===== src/rtl/rr_onehot_arbiter_pkg.sv =====
// Shared definitions for the round-robin one-hot arbiter: FSM encoding,
// default sizing and the index-width helper.
package rr_onehot_arbiter_pkg;

  typedef enum logic {
    ST_IDLE    = 1'b0,
    ST_GRANTED = 1'b1
  } arb_state_e;

  localparam int DEFAULT_NUM_REQ  = 16;
  localparam int DEFAULT_MAX_HOLD = 8;

  // Width of a binary index able to address n requesters (at least 1 bit).
  function automatic int idx_width(input int n);
    return (n <= 2) ? 1 : $clog2(n);
  endfunction

endpackage


===== src/rtl/rr_onehot_arbiter_one_hot.sv =====
// Binary-to-one-hot encoder; codes at or above ONE_HOT_W produce all zeros.
module rr_onehot_arbiter_one_hot #(
  parameter int BIN_W     = 4,
  parameter int ONE_HOT_W = 16
) (
  input  logic [BIN_W-1:0]     bin_i,
  output logic [ONE_HOT_W-1:0] one_hot_o
);

  genvar gi;
  generate
    for (gi = 0; gi < ONE_HOT_W; gi++) begin : g_bit
      assign one_hot_o[gi] = (bin_i == BIN_W'(gi));
    end
  endgenerate

endmodule


===== src/rtl/rr_onehot_arbiter.sv =====
// Round-robin arbiter: registered binary owner index with a hold timer and a
// rotating priority pointer; the one-hot grant is decoded from registers only.
module rr_onehot_arbiter
  import rr_onehot_arbiter_pkg::*;
#(
  parameter int NUM_REQ  = DEFAULT_NUM_REQ,
  parameter int IDX_W    = idx_width(NUM_REQ),
  parameter int MAX_HOLD = DEFAULT_MAX_HOLD,
  parameter int HOLD_W   = 8
) (
  input  logic               clk_i,
  input  logic               rst_n_i,
  input  logic [NUM_REQ-1:0] req_i,
  input  logic               release_i,
  output logic [NUM_REQ-1:0] grant_o,
  output logic [IDX_W-1:0]   grant_idx_o,
  output logic               grant_valid_o,
  output logic               timeout_o
);

  localparam logic [HOLD_W-1:0] HOLD_LAST =
    (MAX_HOLD == 0) ? '0 : HOLD_W'(MAX_HOLD - 1);
  localparam logic [IDX_W-1:0] IDX_LAST = IDX_W'(NUM_REQ - 1);

  arb_state_e         state_reg, state_next;
  logic [IDX_W-1:0]   grant_idx_reg, grant_idx_next;
  logic [IDX_W-1:0]   ptr_reg, ptr_next;
  logic [HOLD_W-1:0]  hold_cnt_reg, hold_cnt_next;
  logic               timeout_reg, timeout_next;

  logic [NUM_REQ-1:0] idx_one_hot;
  logic               owner_req;
  logic               hold_expired;
  logic               grant_done;

  // First set bit at or above ptr, otherwise the first set bit below it.
  function automatic logic [IDX_W-1:0] rr_pick(input logic [NUM_REQ-1:0] req,
                                               input logic [IDX_W-1:0]   ptr);
    logic [IDX_W-1:0] pick;
    logic             found;
    pick  = ptr;
    found = 1'b0;
    for (int i = 0; i < NUM_REQ; i++) begin
      if (!found && req[i] && (i >= int'(ptr))) begin
        pick  = IDX_W'(i);
        found = 1'b1;
      end
    end
    for (int i = 0; i < NUM_REQ; i++) begin
      if (!found && req[i]) begin
        pick  = IDX_W'(i);
        found = 1'b1;
      end
    end
    return pick;
  endfunction

  rr_onehot_arbiter_one_hot #(
    .BIN_W     (IDX_W),
    .ONE_HOT_W (NUM_REQ)
  ) u_one_hot (
    .bin_i     (grant_idx_reg),
    .one_hot_o (idx_one_hot)
  );

  assign owner_req    = |(req_i & idx_one_hot);
  assign hold_expired = (MAX_HOLD != 0) && (hold_cnt_reg == HOLD_LAST);
  assign grant_done   = release_i || !owner_req || hold_expired;

  always_comb begin
    state_next     = state_reg;
    grant_idx_next = grant_idx_reg;
    ptr_next       = ptr_reg;
    hold_cnt_next  = hold_cnt_reg;
    timeout_next   = 1'b0;
    case (state_reg)
      ST_IDLE: begin
        if (|req_i) begin
          state_next     = ST_GRANTED;
          grant_idx_next = rr_pick(req_i, ptr_reg);
          hold_cnt_next  = '0;
        end
      end
      ST_GRANTED: begin
        hold_cnt_next = hold_cnt_reg + HOLD_W'(1);
        if (grant_done) begin
          state_next   = ST_IDLE;
          ptr_next     = (grant_idx_reg == IDX_LAST) ? '0 : grant_idx_reg + IDX_W'(1);
          // Flag the revocation only when the timer was the sole reason.
          timeout_next = hold_expired && !release_i && owner_req;
        end
      end
      default: state_next = ST_IDLE;
    endcase
  end

  always_ff @(posedge clk_i or negedge rst_n_i) begin
    if (!rst_n_i) begin
      state_reg     <= ST_IDLE;
      grant_idx_reg <= '0;
      ptr_reg       <= '0;
      hold_cnt_reg  <= '0;
      timeout_reg   <= 1'b0;
    end else begin
      state_reg     <= state_next;
      grant_idx_reg <= grant_idx_next;
      ptr_reg       <= ptr_next;
      hold_cnt_reg  <= hold_cnt_next;
      timeout_reg   <= timeout_next;
    end
  end

  assign grant_valid_o = (state_reg == ST_GRANTED);
  assign grant_idx_o   = grant_idx_reg;
  assign timeout_o     = timeout_reg;
  assign grant_o       = idx_one_hot & {NUM_REQ{grant_valid_o}};

endmodule


===== config.mk =====
export PLATFORM = sky130hd
export DESIGN_NAME = rr_onehot_arbiter
export DESIGN_NICKNAME = d
export VERILOG_FILES = /design/src/rtl/rr_onehot_arbiter_pkg.sv /design/src/rtl/rr_onehot_arbiter_one_hot.sv /design/src/rtl/rr_onehot_arbiter.sv
export SDC_FILE = /design/constraint.sdc
export NUM_CORES = 1
export LEC_CHECK = 0
export CAP_MARGIN = 5
export CORE_UTILIZATION = 30
export CTS_CLUSTER_SIZE = 25
export DETAILED_ROUTE_END_ITERATION = 16
export GPL_ROUTABILITY_DRIVEN = 0
export GPL_TIMING_DRIVEN = 1
export SYNTH_ARGS = -nofsm -noshare
export SYNTH_HDL_FRONTEND = slang
export SYNTH_SLANG_ARGS = --single-unit
export TNS_END_PERCENT = 100

===== constraint.sdc =====
create_clock -name clk_i -period 2.4 [get_ports clk_i]
set_clock_uncertainty 0.15 [all_clocks]
set_input_delay 0.36 -clock clk_i [delete_from_list [all_inputs] [get_ports clk_i]]
set_output_delay 0.36 -clock clk_i [all_outputs]
set_load 0.03 [all_outputs]

==> flow_summary.json <==
{
  "syn_area_um2": 2060,
  "drt_iter0_markers": 206,
  "fin_area_um2": 3190,
  "synth_top_family_by_area": "simple AND/OR/NAND/NOR gates",
  "clk_pin_slew_ns": 0.07,
  "start_kind": "input port",
  "n_fill_cell": 614,
  "p_per_area_nw_per_um2": 1040,
  "crit_fanout": 6,
  "syn_to_final_growth_pct": 54.3,
  "synth.mux.area_fraction": 0.0370,
  "cts_made_buffers": 3,
  "crit_arrival_ns": 2.31,
  "vias_per_cell": 5.55,
  "wl_per_cell_um": 15.0,
  "synth_simple_gate_area_frac": 0.332,
  "overflow": 0,
  "dieArea_um2": 7220,
  "grt_pass1_wl_um": 11800,
  "synth_xor_area_frac": 0.00848,
  "yosys_register_bits": 18,
  "violations": "design-rule violations",
  "antenna_left": 0,
  "max_cap_violations": 0,
  "wl_um": 6940,
  "synth_compound_area_frac": 0.307,
  "relSlewSlack": 0.701,
  "status": "finished with violations",
  "final_common_cell": "buf_4",
  "fin_crit_sh": 0.971,
  "final_util": 0.490,
  "cts_tree": "done",
  "grt_usage": 0.197,
  "postSynth.asyncResetShare": 1.00,
  "drive_above_1_share": 0.286,
  "die-height_um": 85.0,
  "synthCells": 291,
  "worstSetupEndpointType": "flip-flop",
  "die_w_um": 85.0,
  "worst_slew_pin_slew_ns": 0.446,
  "path_class": "input port to flip-flop",
  "synthAdderAreaFrac": 0.0303,
  "min_path_type": "input port to asynchronous set/reset pin",
  "finalSetupViolCount": 0,
  "postPlaceCellArea_um2": 2970,
  "clkSinkCount": 18,
  "synth_cell_types": 56,
  "synth_fp_nets": 315,
  "antenna_found_initial": 0,
  "slew_violations": 0,
  "vias": 2566,
  "final_cell_mix": "67 x buf_4, 43 x nor2_1, 28 x nand2_1, 17 x clkdlybuf4s50_1, 16 x dlygate4sd2_1",
  "fmax_ghz": 0.429,
  "final_nets": 410,
  "core_area_um2": 6490,
  "io_pins": 41,
  "hpwl_um": 5560,
  "fin_setup_tns_ns": 0,
  "grt_pass1_vias": 2470,
  "p_leak_uw": 0.00143,
  "synth-main-ff-cell": "dfrtp_1",
  "grt_max_degree": 17,
  "clk_path_buf_depth": 2,
  "antenna_cells": 0,
  "cts-root-buf": "clkbuf_8",
  "finalCriticalPeriod_ns": 2.33,
  "cp_data_required_time_ns": 2.38,
  "seq_area_frac_synth": 0.218,
  "hold_slack_ns": 0.252,
  "yosysWarnings": 0,
  "irDropWorstVdd_mv": 0.311,
  "synth_edf_count": 0,
  "pre_cts_slack_ns": -0.387,
  "htree_num_levels": 1,
  "detail_route.drc_violations": 5,
  "start_util": 0.318,
  "clock_latency_ns": 0.25,
  "setup_slack_ns": 0.0686,
  "numPortBuffers": 40,
  "num_rows": 29,
  "postSynthAreaPerCell_um2": 7.09,
  "largest_reg_flops": 8,
  "hold_violations": 0,
  "dr.pass1.iters": 12
}
## path summary, 6_finish.rpt
check | from | end | slack [ns] | depth (start not counted)
max reg2reg | grant_idx_o[0] | ptr_reg[2] | 0.09 | 9
max | req_i[3] | grant_idx_o[2] | 0.07 | 8
max in group asynchronous | rst_n_i | grant_idx_o[2] | 1.35 | 2
min reg2reg | hold_cnt_reg[7] | hold_cnt_reg[7] | 0.36 | 1
min in group clk_i | hold_cnt_reg[7] | hold_cnt_reg[7] | 0.36 | 1
min | rst_n_i | grant_valid_o | 0.25 | 1
## cells by family after synthesis
family                     after synthesis
DFF                                     18
and+or+nand+nor                        135
adders and majority gates                5
buffers and inverters                   32
AOI/OAI and AO/OA                       92
xor gates and xnor gates                 2
muxes                                    7
## where the power goes
part | internal [µW] | switching (µW) | total, µW
clock | 146 | 95.6 | 241
combinational | 1140 | 1320 | 2460
sequential | 422 | 202 | 625
total | 1710 | 1620 | 3330
## area by class of cell
type	count	area, µm²	area share
flip-flops and latches	18	458	0.144
clock buffers	4	55.1	0.0173
well taps	77	96.3	0.0302
repair buffers	110	935	0.293
multi-input cells	241	1590	0.500
inverters	12	47.5	0.0149
## per-stage QoR
stage,instances,power [µW]
2_1_floorplan,291,2010
3_3_place_gp,455,2880
3_5_place_dp,455,2900
4_1_cts,459,3140
5_1_grt,462,3610
6_report,462,3330
## per-layer routing
layer,wire length [µm],share of wire,GRT usage,vias to the layer above
met3,384,0.055,0.0204,6
met4,72,0.010,0.0231,0
met1,3130,0.45,0.267,1209
li1,-,-,-,1260
met5,0,0,0,-
met2,3360,0.48,0.348,91
## timing repair
item,in CTS,in global routing
hold buffers,0,0
gates cloned,0,0
gates resized for setup,22,37
setup endpoints to repair,23,10
pin swaps,2,9
buffers inserted,0,3
## critical path, stage by stage
cell             delay, ns
clkdlybuf4s50_1       0.50
a21o_1                0.24
a221oi_4              0.38
nand4_4               0.16
buf_4                 0.20
nor3_2                0.21
nor3b_2               0.21
a211oi_1              0.06
## synthesized netlist by cell type, drive strengths merged (3+ instances only)
| master | n | share of area |
|---|---|---|
| a31oi | 3 | 0.0091 |
| o21ai | 23 | 0.056 |
| and3 | 3 | 0.0091 |
| a21oi | 16 | 0.039 |
| nand4 | 5 | 0.018 |
| mux2 | 5 | 0.027 |
| buf | 9 | 0.025 |
| a22oi | 4 | 0.017 |
| or3 | 4 | 0.012 |
| o211ai | 5 | 0.018 |
| a211oi | 6 | 0.022 |
| nor3 | 11 | 0.029 |
| o31ai | 4 | 0.015 |
| o21a | 5 | 0.018 |
| a21o | 3 | 0.011 |
| a221oi | 5 | 0.030 |
| clkbuf | 11 | 0.020 |
| nor4 | 4 | 0.012 |
| nand3 | 15 | 0.036 |
| ha | 5 | 0.030 |
| dfrtp | 18 | 0.22 |
| nand2b | 3 | 0.0091 |
| and2 | 3 | 0.0091 |
| inv | 12 | 0.022 |
| nor2b | 6 | 0.018 |
| o21bai | 4 | 0.015 |
| nor2 | 44 | 0.080 |
| and4b | 3 | 0.015 |
| nand2 | 29 | 0.054 |
Note: power is estimated with default switching activity, not from simulation.
